--- src/rtl/eth_pkt_fifo_rd_ctrl.sv ---
// Read-side controller for the Ethernet packet FIFO: drains committed packets
// from a combinational-read RAM into a valid/ready byte stream with tlast.
module eth_pkt_fifo_rd_ctrl #(
  parameter int ADDR_WIDTH = 4,
  parameter int DATA_WIDTH = 8,
  parameter int IPG_CYCLES = 12
) (
  input  logic                  clk,
  input  logic                  rst_n,
  input  logic [ADDR_WIDTH:0]   commit_ptr,
  output logic [ADDR_WIDTH-1:0] mem_rd_addr,
  input  logic [DATA_WIDTH:0]   mem_rd_data,
  output logic [ADDR_WIDTH:0]   rd_ptr,
  output logic [DATA_WIDTH-1:0] m_tdata,
  output logic                  m_tvalid,
  output logic                  m_tlast,
  input  logic                  m_tready,
  input  logic                  flush,
  output logic [15:0]           pkt_cnt,
  output logic                  underrun_err
);

  // The IDLE cycle that loads the next first word is the final gap clock,
  // so GAP itself only lasts IPG_CYCLES-1 clocks.
  localparam int GW       = (IPG_CYCLES > 2) ? $clog2(IPG_CYCLES - 1) : 1;
  localparam int GAP_LAST = (IPG_CYCLES > 1) ? IPG_CYCLES - 2 : 0;

  typedef enum logic [1:0] {IDLE, SEND, GAP} state_t;

  state_t          state, state_nxt;
  logic [GW-1:0]   gap_cnt, gap_cnt_nxt;
  logic            avail, accept, accept_last, hold_last, load, underrun_set;

  assign mem_rd_addr = rd_ptr[ADDR_WIDTH-1:0];
  assign avail       = (commit_ptr != rd_ptr);
  assign accept      = m_tvalid && m_tready;
  assign accept_last = accept && m_tlast;
  assign hold_last   = m_tvalid && m_tlast && !m_tready;

  always_comb begin
    state_nxt    = state;
    gap_cnt_nxt  = gap_cnt;
    load         = 1'b0;
    underrun_set = 1'b0;
    case (state)
      IDLE: begin
        if (avail && (!m_tvalid || m_tready)) begin
          load      = 1'b1;
          state_nxt = SEND;
        end
      end
      SEND: begin
        if (accept_last && (IPG_CYCLES > 0)) begin
          state_nxt   = (IPG_CYCLES > 1) ? GAP : IDLE;
          gap_cnt_nxt = '0;
        end else begin
          load = avail && (!m_tvalid || m_tready) && !hold_last;
          if (accept_last && !load) state_nxt = IDLE;
          if (!avail && !hold_last && !m_tvalid) underrun_set = 1'b1;
        end
      end
      GAP: begin
        if (gap_cnt == GW'(GAP_LAST)) begin
          state_nxt   = IDLE;
          gap_cnt_nxt = '0;
        end else begin
          gap_cnt_nxt = gap_cnt + GW'(1);
        end
      end
      default: state_nxt = IDLE;
    endcase
    if (flush) begin
      state_nxt    = IDLE;
      gap_cnt_nxt  = '0;
      load         = 1'b0;
      underrun_set = 1'b0;
    end
  end

  always_ff @(posedge clk or negedge rst_n) begin
    if (!rst_n) begin
      state   <= IDLE;
      gap_cnt <= '0;
    end else begin
      state   <= state_nxt;
      gap_cnt <= gap_cnt_nxt;
    end
  end

  always_ff @(posedge clk or negedge rst_n) begin
    if (!rst_n) begin
      rd_ptr       <= '0;
      m_tdata      <= '0;
      m_tvalid     <= 1'b0;
      m_tlast      <= 1'b0;
      pkt_cnt      <= '0;
      underrun_err <= 1'b0;
    end else begin
      if (flush) begin
        rd_ptr   <= commit_ptr;
        m_tvalid <= 1'b0;
        m_tlast  <= 1'b0;
      end else if (load) begin
        m_tdata  <= mem_rd_data[DATA_WIDTH-1:0];
        m_tlast  <= mem_rd_data[DATA_WIDTH];
        m_tvalid <= 1'b1;
        rd_ptr   <= rd_ptr + (ADDR_WIDTH+1)'(1);
      end else if (accept) begin
        m_tvalid <= 1'b0;
      end
      if (!flush && accept_last) pkt_cnt <= pkt_cnt + 16'd1;
      if (underrun_set) underrun_err <= 1'b1;
    end
  end

endmodule

--- config.mk ---
export PLATFORM = sky130hd
export DESIGN_NAME = eth_pkt_fifo_rd_ctrl
export DESIGN_NICKNAME = d
export VERILOG_FILES = /design/src/rtl/eth_pkt_fifo_rd_ctrl.sv
export SDC_FILE = /design/constraint.sdc
export NUM_CORES = 1
export LEC_CHECK = 0
export ABC_AREA = 1
export BUFFER_PORTS_ARGS = -buffer_cell sky130_fd_sc_hd__buf_2
export CORE_ASPECT_RATIO = 0.5
export CORE_MARGIN = 2
export CORE_UTILIZATION = 28
export DETAILED_ROUTE_END_ITERATION = 8
export GPL_TIMING_DRIVEN = 0
export SLEW_MARGIN = 15
export SYNTH_ARGS = -nofsm -noshare
export SYNTH_HDL_FRONTEND = slang
export SYNTH_SLANG_ARGS = --single-unit
--- constraint.sdc ---
create_clock -name clk -period 1.73 [get_ports clk]
set_clock_uncertainty 0.15 [all_clocks]
set_input_delay 0.0865 -clock clk [delete_from_list [all_inputs] [get_ports clk]]
set_output_delay 0.0865 -clock clk [all_outputs]
set_load 0.01 [all_outputs]
==> key figures, run 1 <==
Logic synthesis
  – Ys Warns: 0
  – Post-Syn Area: roughly 2100 µm²
  – Mapped Avg Cell Area: around 8.3 µm²
  – Compound-Gate Fraction of Synth Area: 0.08049
  – Adder-Cell Fraction of Synth Area: 0.02350
  – Synth Register Bits: 38
  – Post-Synth XOR/XNOR Area: 0.06169
  – Post-synthesis mux area share: 0.009988
  – Cell taking the most area after synthesis: dfrtp_1
  – Largest cells by area after synthesis: dfrtp_1 (45%), nand2_1 (11%), inv_1 (6.7%)
  – Sequential fraction of the synthesis area: 0.4465
  – Distinct cells, synth: 28
  – Yosys top cell area share: 0.4465
  – Combinational family with the most area after synthesis: simple AND/OR/NAND/NOR gates
  – Syn nets: about 280
  – Syn Inst Count: around 260
  – Simple-Gate Fraction of Synth Area: 0.2791

Cells and area
  – NumNets Final: 353
  – FILL cells: 749
  – Layout area overhead: 34.43%
  – Design area: 2863 µm²
  – Layout cells sized above 1: 0.2922
  – N_diodes: 0

Drt
  – Via/cell ratio: approximately 4.4
  – Vias: 1862
  – Final wirelength: about 4800 µm
  – Post-DRT Antenna Nets: 0
  – DRT iter0 DRCs: 97
  – DRC: 0
  – First drt pass iteration count: 4
  – Post-DR wirelength/cell: about 11 µm

STA
  – Fmax: roughly 0.62 GHz
  – Hold Fails Final Rpt: 0
  – Post-route clock period utilization: 0.9385
  – Final Slew Violations: 0
  – Minimum clock period: between 1500 and 2000 ps
  – Setup ws final: between 100 and 150 ps
  – Unrepaired setup endpoints after global routing: true
  – Slew HR: 0.4171
  – Slew @ Worst Pin: roughly 900 ps
  – Hold WS: around 3.2 ps
  – Final setup fails: 0

Die
  – Initial Utilization: 0.2898
  – Area of the die: 8361 µm²
  – Core ar.: around 7300 µm²
  – Cell Rows: 22
  – Height of the die: 65.67 µm
  – Die boundary width: ~130 µm
  – IO Count: 54

Worst setup path
  – Largest fanout on the critical path: 10
  – Kind of critical path: reg -> reg
  – Critical R2R Launch: rd_ptr[0]
  – Crit path DAT: ~1700 ps
  – Reg2Reg Setup Slack: roughly 110 ps
  – R2R depth: 8
  – Critical R2R Capture: m_tdata[4]
  – Crit path from: rd_ptr[0]
  – Crit. End Element: flip-flop
  – Critical Path Sink: m_tdata[4]
  – Worst setup SP type: flip-flop
  – Required @ worst endpoint: roughly 1800 ps

Clocking
  – Sink Count: 38
  – Clock transition at the registers of the reported paths: around 60 ps
  – CTS tree: done
  – TritonCTS Buffers: 5
  – Max H-tree Level: 2
  – Root Driver: clkbuf_16
  – Worst-skew pair later-pin latency: about 280 ps
  – Clk buf depth: 2

Pwr
  – Leakage: 1.496 nW
  – Worst vdd ir: just under 0.4 mV
  – Cell Pwr Density: ~1200 nW/µm²

Placement
  – Place WS: approximately 65 ps
  – Cell Area, Placed: around 2500 µm²
  – Gpl congestion: 0.7601
  – PortBufs: between 50 and 60
  – Hpwl dp: around 3300 µm

Outcome
  – Run status: complete, no violations

GRT
  – Gr ovfl total: 0
  – Gr usage total: 0.1205
  – Largest net degree at the start of global routing: 39
  – Initial antenna violation count: 0
  – Vias in the first global route: ~1700
  – Wire length of the first global-routing pass: roughly 8100 µm

Run
  – Total of max-cap violations: 0

Worst hold path
  – Hold Path Class: in -> reg
==> registers in the layout, summed over array words and instances (netlist names) <==
| register | cells |
|---|---|
| gap_cnt | 4 |
| m_tdata | 8 |
| m_tlast | 1 |
| m_tvalid | 1 |
| pkt_cnt | 16 |
| rd_ptr | 5 |
| state | 2 |
| underrun_err | 1 |
==> worst min-delay path by stage <==
stage / start / end / depth (start not counted)
after global routing: m_tready / state[1] / 3
after floorplan: rst_n / gap_cnt[0] / 0
after detailed placement: rst_n / gap_cnt[2] / 1
after global placement: rst_n / gap_cnt[3] / 1
after CTS: commit_ptr[3] / rd_ptr[3] / 5
final: commit_ptr[2] / rd_ptr[2] / 5
==> layout by cell type (no fill, tap or decap), drive strengths merged <==
cell          n
o22ai         1
a21oi         4
nand2        67
buf          62
o21ai        20
mux2i         1
nor3b         1
dfrtp        38
nor3          4
ha            4
nand3        22
nand4         8
o31ai         1
mux2          1
xor2          7
xnor2         8
nor2         24
dlygate4sd3  13
bufinv        2
inv          38
clkbuf        6
==> what timing repair did <==
| action | 4_1_cts | 5_1_grt |
|---|---|---|
| hold endpoints to repair | 50 | 0 |
| resized for setup | 0 | 5 |
| setup buffers | 0 | 1 |
| hold buffers | 13 | 0 |
| endpoints found under the setup margin | 0 | 18 |
==> stage by stage <==
step	util	std cells	TNS (ps)	total power [mW]
3_3_place_gp	0.3422	406	0	2.076
4_1_cts	0.3870	427	0	3.331
3_5_place_dp	0.3422	406	0	2.080
6_report	0.3895	428	0	3.328
2_1_floorplan	-	257	0	1.763
5_1_grt	0.3895	428	-8.369	3.548
==> where the power goes <==
group | internal [mW] | switching [mW] | leakage (nW)
Clock | 0.865 | 0.347 | 0.0971
Sequential | 1.05 | 0.164 | 0.471
Combinational | 0.406 | 0.491 | 0.928
Total | 2.33 | 1.00 | 1.50
==> metal layers <==
layer | wire, µm | track usage | vias up
li1 | - | - | 958
met5 | 0 | 0 | -
met3 | 192 | 0.03013 | 6
met2 | 2173 | 0.1925 | 34
met1 | 2373 | 0.1624 | 864
met4 | 62 | 0.03571 | 0
==> worst max-delay path, cell delays in order, from the launching register on <==
cell	delay, ps
dfrtp_2	460
nand2_1	80
inv_1	30
nor2_1	110
nor2_1	60
nand3_2	120
nand4_4	190
buf_12	210
o21ai_2	110
==> kinds of logic (layout without fill, tap and decap cells) <==
group / Yosys count / count (layout)
AND/OR/NAND/NOR: 126 / 126
buffers and inverters: 46 / 121
flip-flops: 38 / 38
AO/OA/AOI/OAI: 26 / 26
XOR/XNOR: 15 / 15
adder cells (fa/ha/maj): 4 / 4
multiplexers: 2 / 2
==> cell type report <==
type	instances	area (µm²)	share of cell area
Buffer	8	67.56	0.02360
Clock buffer	6	138.9	0.04851
Clock inverter	2	60.06	0.02098
Inverter	38	142.6	0.04983
Multi-Input combinational cell	173	975.9	0.3409
Sequential cell	38	954.7	0.3335
Tap cell	96	120.1	0.04196
Timing Repair Buffer	67	402.9	0.1407
==> cells in the mapped netlist <==
cell,count
nor2_1,19
nand2_1,64
mux2_2,1
buf_2,2
ha_1,4
o21ai_1,1
nand2_4,1
xnor2_1,8
nor2_2,3
buf_12,1
o31ai_1,1
inv_1,38
nor3b_1,1
nor3_1,4
mux2i_1,1
a21oi_1,4
nand3_2,3
nor2_4,2
nand2_2,2
nand4_4,1
nand4_1,7
nand3_1,19
o21ai_0,9
buf_4,5
dfrtp_1,38
o21ai_2,10
xor2_1,7
o22ai_1,1
Note: power is estimated with default switching activity, not from simulation.
==> inputs of run 2 (changes only) <==
--- a/config.mk
+++ b/config.mk
@@ -11,7 +11,6 @@
 export CORE_MARGIN = 2
 export CORE_UTILIZATION = 28
 export DETAILED_ROUTE_END_ITERATION = 8
-export GPL_TIMING_DRIVEN = 0
 export SLEW_MARGIN = 15
 export SYNTH_ARGS = -nofsm -noshare
 export SYNTH_HDL_FRONTEND = slang
==> run 2 against run 1 <==
  * Register-to-register slack hardly changed
  * Clock power is 15% lower
  * Utilization is 0.80 points lower
  * Combinational power is 2.9% lower
  * Critical endpoint is now pkt_cnt[12]
  * Sequential power hardly changed
==> key figures, run 2 (synthesis gave the netlist of run 1 again) <==
Worst setup path
  – R2R depth: 7
  – CP max stage delay: around 400 ps
  – Largest fanout on the critical path: 4
  – Critical R2R Launch: pkt_cnt[0]
  – Kind of critical path: reg -> reg
  – Worst setup SP type: flip-flop
  – Crit path DAT: 1640 ps
  – Crit path cell chain: ha_2 > inv_1 > nor2_1 > nand2_1 > nor2_4 > nand4_1 > xor2_1
  – Buf/Inv on CP: 1
  – Slowest CP cell: dfrtp_1
  – Largest delay share family, worst path: simple AND/OR/NAND/NOR gates
  – Required @ worst endpoint: 1740 ps
  – Critical R2R Capture: pkt_cnt[12]
  – Reg2Reg Setup Slack: a little under 100 ps
  – Crit. End Element: flip-flop

Clocking
  – TritonCTS Buffers: 5
  – CTS tree: done
  – Clock transition at the registers of the reported paths: approximately 60 ps
  – Worst-skew pair later-pin latency: roughly 280 ps
  – Max H-tree Level: 2
  – Clk buf depth: 2
  – Sink Count: 38
  – Root Driver: clkbuf_16

Drt
  – Via/cell ratio: roughly 4.3
  – Post-DRT Antenna Nets: 0
  – Met1 Wirelength: roughly 2400 µm
  – First drt pass iteration count: 4
  – Vias: ~1800
  – Met3 wire len: about 180 µm
  – DRC: 0
  – Post-DR wirelength/cell: 10.97 µm
  – DRT iter0 DRCs: 80
  – Final wirelength: 4672 µm
  – Highest routed layer: met4
  – Routed wl met2: 2030 µm

STA
  – Setup TNS: 0 ps
  – Setup ws final: about 99 ps
  – Fmax: 0.6133 GHz
  – Hold Fails Final Rpt: 0
  – Slew HR: 0.6669
  – Final Slew Violations: 0
  – Post-route clock period utilization: 0.9425
  – Slew @ Worst Pin: around 500 ps
  – Final setup fails: 0
  – Unrepaired setup endpoints after global routing: true
  – Minimum clock period: ~1600 ps

Cells and area
  – Largest registers: pkt_cnt x16, m_tdata x8, rd_ptr x5
  – NumNets Final: 351
  – Commonest cells after routing, fill and taps aside: nand2_1 (64), buf_2 (53), inv_1 (38), dfrtp_1 (38)
  – FILL cells: 760
  – Layout area overhead: 31.67%
  – Layout cells sized above 1: 0.2758
  – Max FFs per register: 16
  – Commonest non-fill, non-tap cell in the layout: nand2_1
  – Top reg by flops: pkt_cnt
  – N_diodes: 0

Pwr
  – Worst vdd ir: 0.3859 mV
  – Sw power: roughly 1000 µW
  – Switching share of power: 0.3215
  – Cell Pwr Density: 1108 nW/µm²
  – Clock network power share: 0.333
  – Int Power: 2.108 mW
  – Combinational Power Share: 0.280
  – Sequential power share: 0.387
  – Leakage: 1.465 nW

Die
  – Cell Rows: 22
  – Area of the die: between 8000 and 9000 µm²
  – IO Count: 54
  – Die boundary width: ~130 µm
  – Height of the die: 65.67 µm
  – Initial Utilization: 0.2898
  – Core ar.: 7350 µm²

GRT
  – Gr ovfl total: 0
  – Largest net degree at the start of global routing: 21
  – Gr usage total: 0.1223
  – Wire length of the first global-routing pass: approximately 8000 µm
  – Initial antenna violation count: 0
  – Vias in the first global route: about 1700

Worst hold path
  – Min-delay src: commit_ptr[3]
  – Hold depth: 5
  – Worst Hold End: rd_ptr[3]
  – Hold Path Class: in -> reg

Placement
  – Place WS: between 50 and 60 ps
  – Gpl congestion: between 0.7 and 0.8
  – PortBufs: 53
  – Hpwl dp: about 3500 µm

Outcome
  – Run status: complete, no violations

Run
  – Total of max-cap violations: 0
run 2: changes by cell type in the layout (fill, tap and decap cells not counted), sizes merged:
cell      previous run  this run
bufinv               2         1
clkinvlp             0         1
buf                 62        60
run 2: per-stage QoR:
| step | power [mW] | util | instance area (µm²) | instances | hold slack (ps) |
|---|---|---|---|---|---|
| CTS | 3.140 | 0.3805 | 2796 | 426 | 3.649 |
| global placement | 2.063 | 0.3401 | 2500 | 405 | -63.06 |
| finish | 3.106 | 0.3815 | 2804 | 426 | 12.60 |
| global route | 3.313 | 0.3815 | 2804 | 426 | 52.62 |
| floorplan | 1.763 | - | 2130 | 257 | -359.1 |
| detailed placement | 2.067 | 0.3401 | 2500 | 405 | -59.46 |
run 2: final cells by class:
cell class,count,area [µm²],area share
multi-input cells,173,975.9,0.3481
flip-flops and latches,38,950.9,0.3391
repair buffers,73,447.9,0.1598
inverters,38,142.6,0.05087
clock buffers,6,128.9,0.04596
well taps,96,120.1,0.04284
clock inverters,2,37.54,0.01339
run 2: tightest hold or removal path, delay by kind of cell:
kind	cells	cell delay [ps]
AO/OA/AOI/OAI	1	70
buffers and inverters	1	100
AND/OR/NAND/NOR	3	160
run 2: power groups by stage:
stage               Clock (mW)  Sequential, mW  Combinational [mW]
finish                    1.03            1.20               0.871
floorplan                    0            1.29               0.477
CTS                       1.06            1.20               0.877
global placement             0            1.21               0.849
global route              1.09            1.23               0.993
detailed placement           0            1.21               0.854
run 2: worst max-delay path by stage:
stage                    start     endpoint  slack (ps)  depth (start not counted)
global route         rd_ptr[3]    rd_ptr[2]         -40                          9
floorplan           pkt_cnt[0]  pkt_cnt[12]         190                          7
finish              pkt_cnt[0]  pkt_cnt[12]         100                          7
CTS                 pkt_cnt[0]  pkt_cnt[12]          50                          7
detailed placement  pkt_cnt[0]  pkt_cnt[12]          60                          7
global placement    pkt_cnt[0]  pkt_cnt[12]          90                          7
run 2: what timing repair did:
action / in CTS / in global routing
buffers inserted: 0 / 0
endpoints found under the setup margin: 0 / 15
hold endpoints to repair: 30 / 0
gates resized for setup: 0 / 2
hold buffers: 13 / 0
run 2: routing by layer:
layer	global-route usage	vias up
li1	-	950
met1	0.1656	834
met2	0.1892	26
met3	0.03176	5
met4	0.04533	0
met5	0	-
==> inputs of run 3 (changes only) <==
--- a/config.mk
+++ b/config.mk
@@ -7,10 +7,15 @@
 export LEC_CHECK = 0
 export ABC_AREA = 1
 export BUFFER_PORTS_ARGS = -buffer_cell sky130_fd_sc_hd__buf_2
+export CELL_PAD_IN_SITES_DETAIL_PLACEMENT = 1
+export CELL_PAD_IN_SITES_GLOBAL_PLACEMENT = 1
 export CORE_ASPECT_RATIO = 0.5
 export CORE_MARGIN = 2
 export CORE_UTILIZATION = 28
+export CTS_BUF_LIST = sky130_fd_sc_hd__clkbuf_4
 export DETAILED_ROUTE_END_ITERATION = 8
+export HOLD_SLACK_MARGIN = 0.1
+export PLACE_DENSITY_LB_ADDON = 0.1
 export SLEW_MARGIN = 15
 export SYNTH_ARGS = -nofsm -noshare
 export SYNTH_HDL_FRONTEND = slang
==> run 3 against run 2 <==
  * Cell area shrank 0.80%
  * Fmax down 0.46%
  * Count of clock-buffer cells in the layout shrank 1
  * Wire length increased by 19%
  * Critical path type unchanged
  * Via count rose by 6.4%
  * Utilization is 0.31 points lower
  * Critical endpoint is now m_tdata[7]
  * Clock power down 57%
  * Sequential share of layout area rose by 0.36 points
==> key figures, run 3 (synthesis gave the netlist of run 1 again) <==
Drt
  – Post-DR wirelength/cell: between 10 and 15 µm
  – First drt pass iteration count: 4
  – Via/cell ratio: 4.460
  – DRC: 0
  – DRT iter0 DRCs: 28
  – Post-DRT Antenna Nets: 0
  – Vias: just under 2000
  – Final wirelength: between 5000 and 6000 µm

STA
  – Final Slew Violations: 0
  – Slew @ Worst Pin: about 500 ps
  – Minimum clock period: between 1500 and 2000 ps
  – Setup ws final: around 92 ps
  – Hold WS: 148.6 ps
  – Hold Fails Final Rpt: 0
  – Unrepaired setup endpoints after global routing: true
  – Setup TNS: 0 ps
  – Final setup fails: 0
  – Fmax: 0.6105 GHz
  – Post-route clock period utilization: 0.9469
  – Slew HR: 0.6639

Die
  – Die boundary width: 127.3 µm
  – Initial Utilization: 0.2898
  – IO Count: 54
  – Core ar.: 7350 µm²
  – Cell Rows: 22
  – Area of the die: around 8400 µm²
  – Height of the die: about 66 µm

Worst setup path
  – Largest fanout on the critical path: 18
  – Crit path DAT: about 1700 ps
  – Crit path from: rd_ptr[0]
  – Required @ worst endpoint: between 1500 and 2000 ps
  – Critical R2R Launch: rd_ptr[0]
  – Reg2Reg Setup Slack: 90 ps
  – CP max stage delay: 440 ps
  – Stages on the worst setup path: 8
  – Crit path cell chain: nand2_1 > inv_1 > nor2_1 > nor2_1 > nand3_2 > nand4_4 > nand2_1 > o21ai_2
  – Crit. End Element: flip-flop
  – Critical R2R Capture: m_tdata[7]
  – Kind of critical path: reg -> reg
  – Worst setup SP type: flip-flop
  – R2R depth: 8
  – Largest delay share family, worst path: simple AND/OR/NAND/NOR gates
  – Buf/Inv on CP: 1
  – Slowest CP cell: dfrtp_1

GRT
  – Initial antenna violation count: 0
  – Gr usage total: 0.1466
  – Largest net degree at the start of global routing: 39
  – Wire length of the first global-routing pass: 9542 µm
  – Vias in the first global route: about 2100
  – Gr ovfl total: 0

Clocking
  – CTS tree: done
  – Clk buf depth: 2
  – Root Driver: clkbuf_4
  – Clock transition at the registers of the reported paths: roughly 120 ps
  – Sink Count: 38
  – TritonCTS Buffers: 5
  – Worst-skew pair later-pin latency: 360 ps
  – Max H-tree Level: 2

Cells and area
  – Layout area overhead: 30.61%
  – Design area: 2781 µm²
  – N_diodes: 0
  – Largest registers: pkt_cnt x16, m_tdata x8, rd_ptr x5
  – Top reg by flops: pkt_cnt
  – Max FFs per register: 16
  – Post-Route Utilization: 0.3784
  – Commonest non-fill, non-tap cell in the layout: nand2_1
  – Commonest cells after routing, fill and taps aside: nand2_1 (64), buf_2 (53), inv_1 (38)
  – Layout Cells excl Fill: roughly 430
  – Reg area: 953.4 µm²
  – Layout cells sized above 1: 0.2760
  – NumNets Final: 360
  – FILL cells: roughly 900
  – Multi-input logic area: roughly 1000 µm²

Placement
  – Cells after DPL: around 410
  – PortBufs: 53
  – Place WS: a little under 20 ps
  – Gpl congestion: 0.7294
  – Cell Area, Placed: approximately 2500 µm²
  – Hpwl dp: just over 4000 µm

Run
  – Total of max-cap violations: 0

Worst hold path
  – Hold Path Class: in -> async

Pwr
  – Leakage: between 1 and 1.5 nW
  – Cell Pwr Density: about 930 nW/µm²
  – Worst vdd ir: about 0.38 mV
  – Tot Pwr: roughly 2.6 mW

Outcome
  – Run status: complete, no violations
[run 3: changes by cell type in the layout (fill, tap and decap cells not counted), moves of 2 or more]
| cell | change |
|---|---|
| clkbuf_16 | -5 |
| clkbuf_4 | +5 |
| dfrtp_1 | -2 |
| dfrtp_2 | +2 |
| dlygate4sd3_1 | +8 |
[run 3: worst reg2reg max path, cell delays in order, from the launching register on]
cell     delay (ps)
dfrtp_1         440
nand2_1          80
inv_1            30
nor2_1           90
nor2_1           60
nand3_2         130
nand4_4         300
nand2_1         180
o21ai_2          60
[run 3: how the worst max path moves through the flow]
| stage | to | slack (ps) |
|---|---|---|
| after detailed placement | pkt_cnt[12] | 20 |
| after floorplan | pkt_cnt[12] | 190 |
| after global placement | pkt_cnt[10] | 60 |
| after global routing | m_tdata[5] | -70 |
| final | m_tdata[7] | 90 |
| after CTS | pkt_cnt[10] | 20 |
[run 3: metal layers]
layer  share of wire  vias up  GRT usage  wire length [µm]
met4           0.014        0    0.04945                80
met3           0.030        8    0.03664               166
li1                -      971          -                 -
met2            0.50       30     0.2647              2765
met1            0.46      922     0.1725              2555
met5               0        -          0                 0
[run 3: layout make-up]
| cell class | count | area share |
|---|---|---|
| multi-input cells | 173 | 0.3554 |
| flip-flops and latches | 38 | 0.3428 |
| repair buffers | 82 | 0.1925 |
| inverters | 38 | 0.05128 |
| well taps | 96 | 0.04318 |
| clock buffers | 5 | 0.01350 |
| clock inverters | 1 | 0.001350 |
[run 3: what timing repair did]
item | in CTS | in global routing
hold buffers | 21 | 0
gates resized for setup | 0 | 6
endpoints found under the setup margin | 1 | 17
setup buffers | 1 | 0
cloned | 0 | 0
endpoints found under the hold margin | 57 | 0
pin swaps | 0 | 0
[run 3: report_power, final]
group	switching (mW)	internal [mW]	leakage [nW]
Combinational	0.522	0.403	0.947
Sequential	0.158	1.05	0.472
Clock	0.304	0.139	0.0246
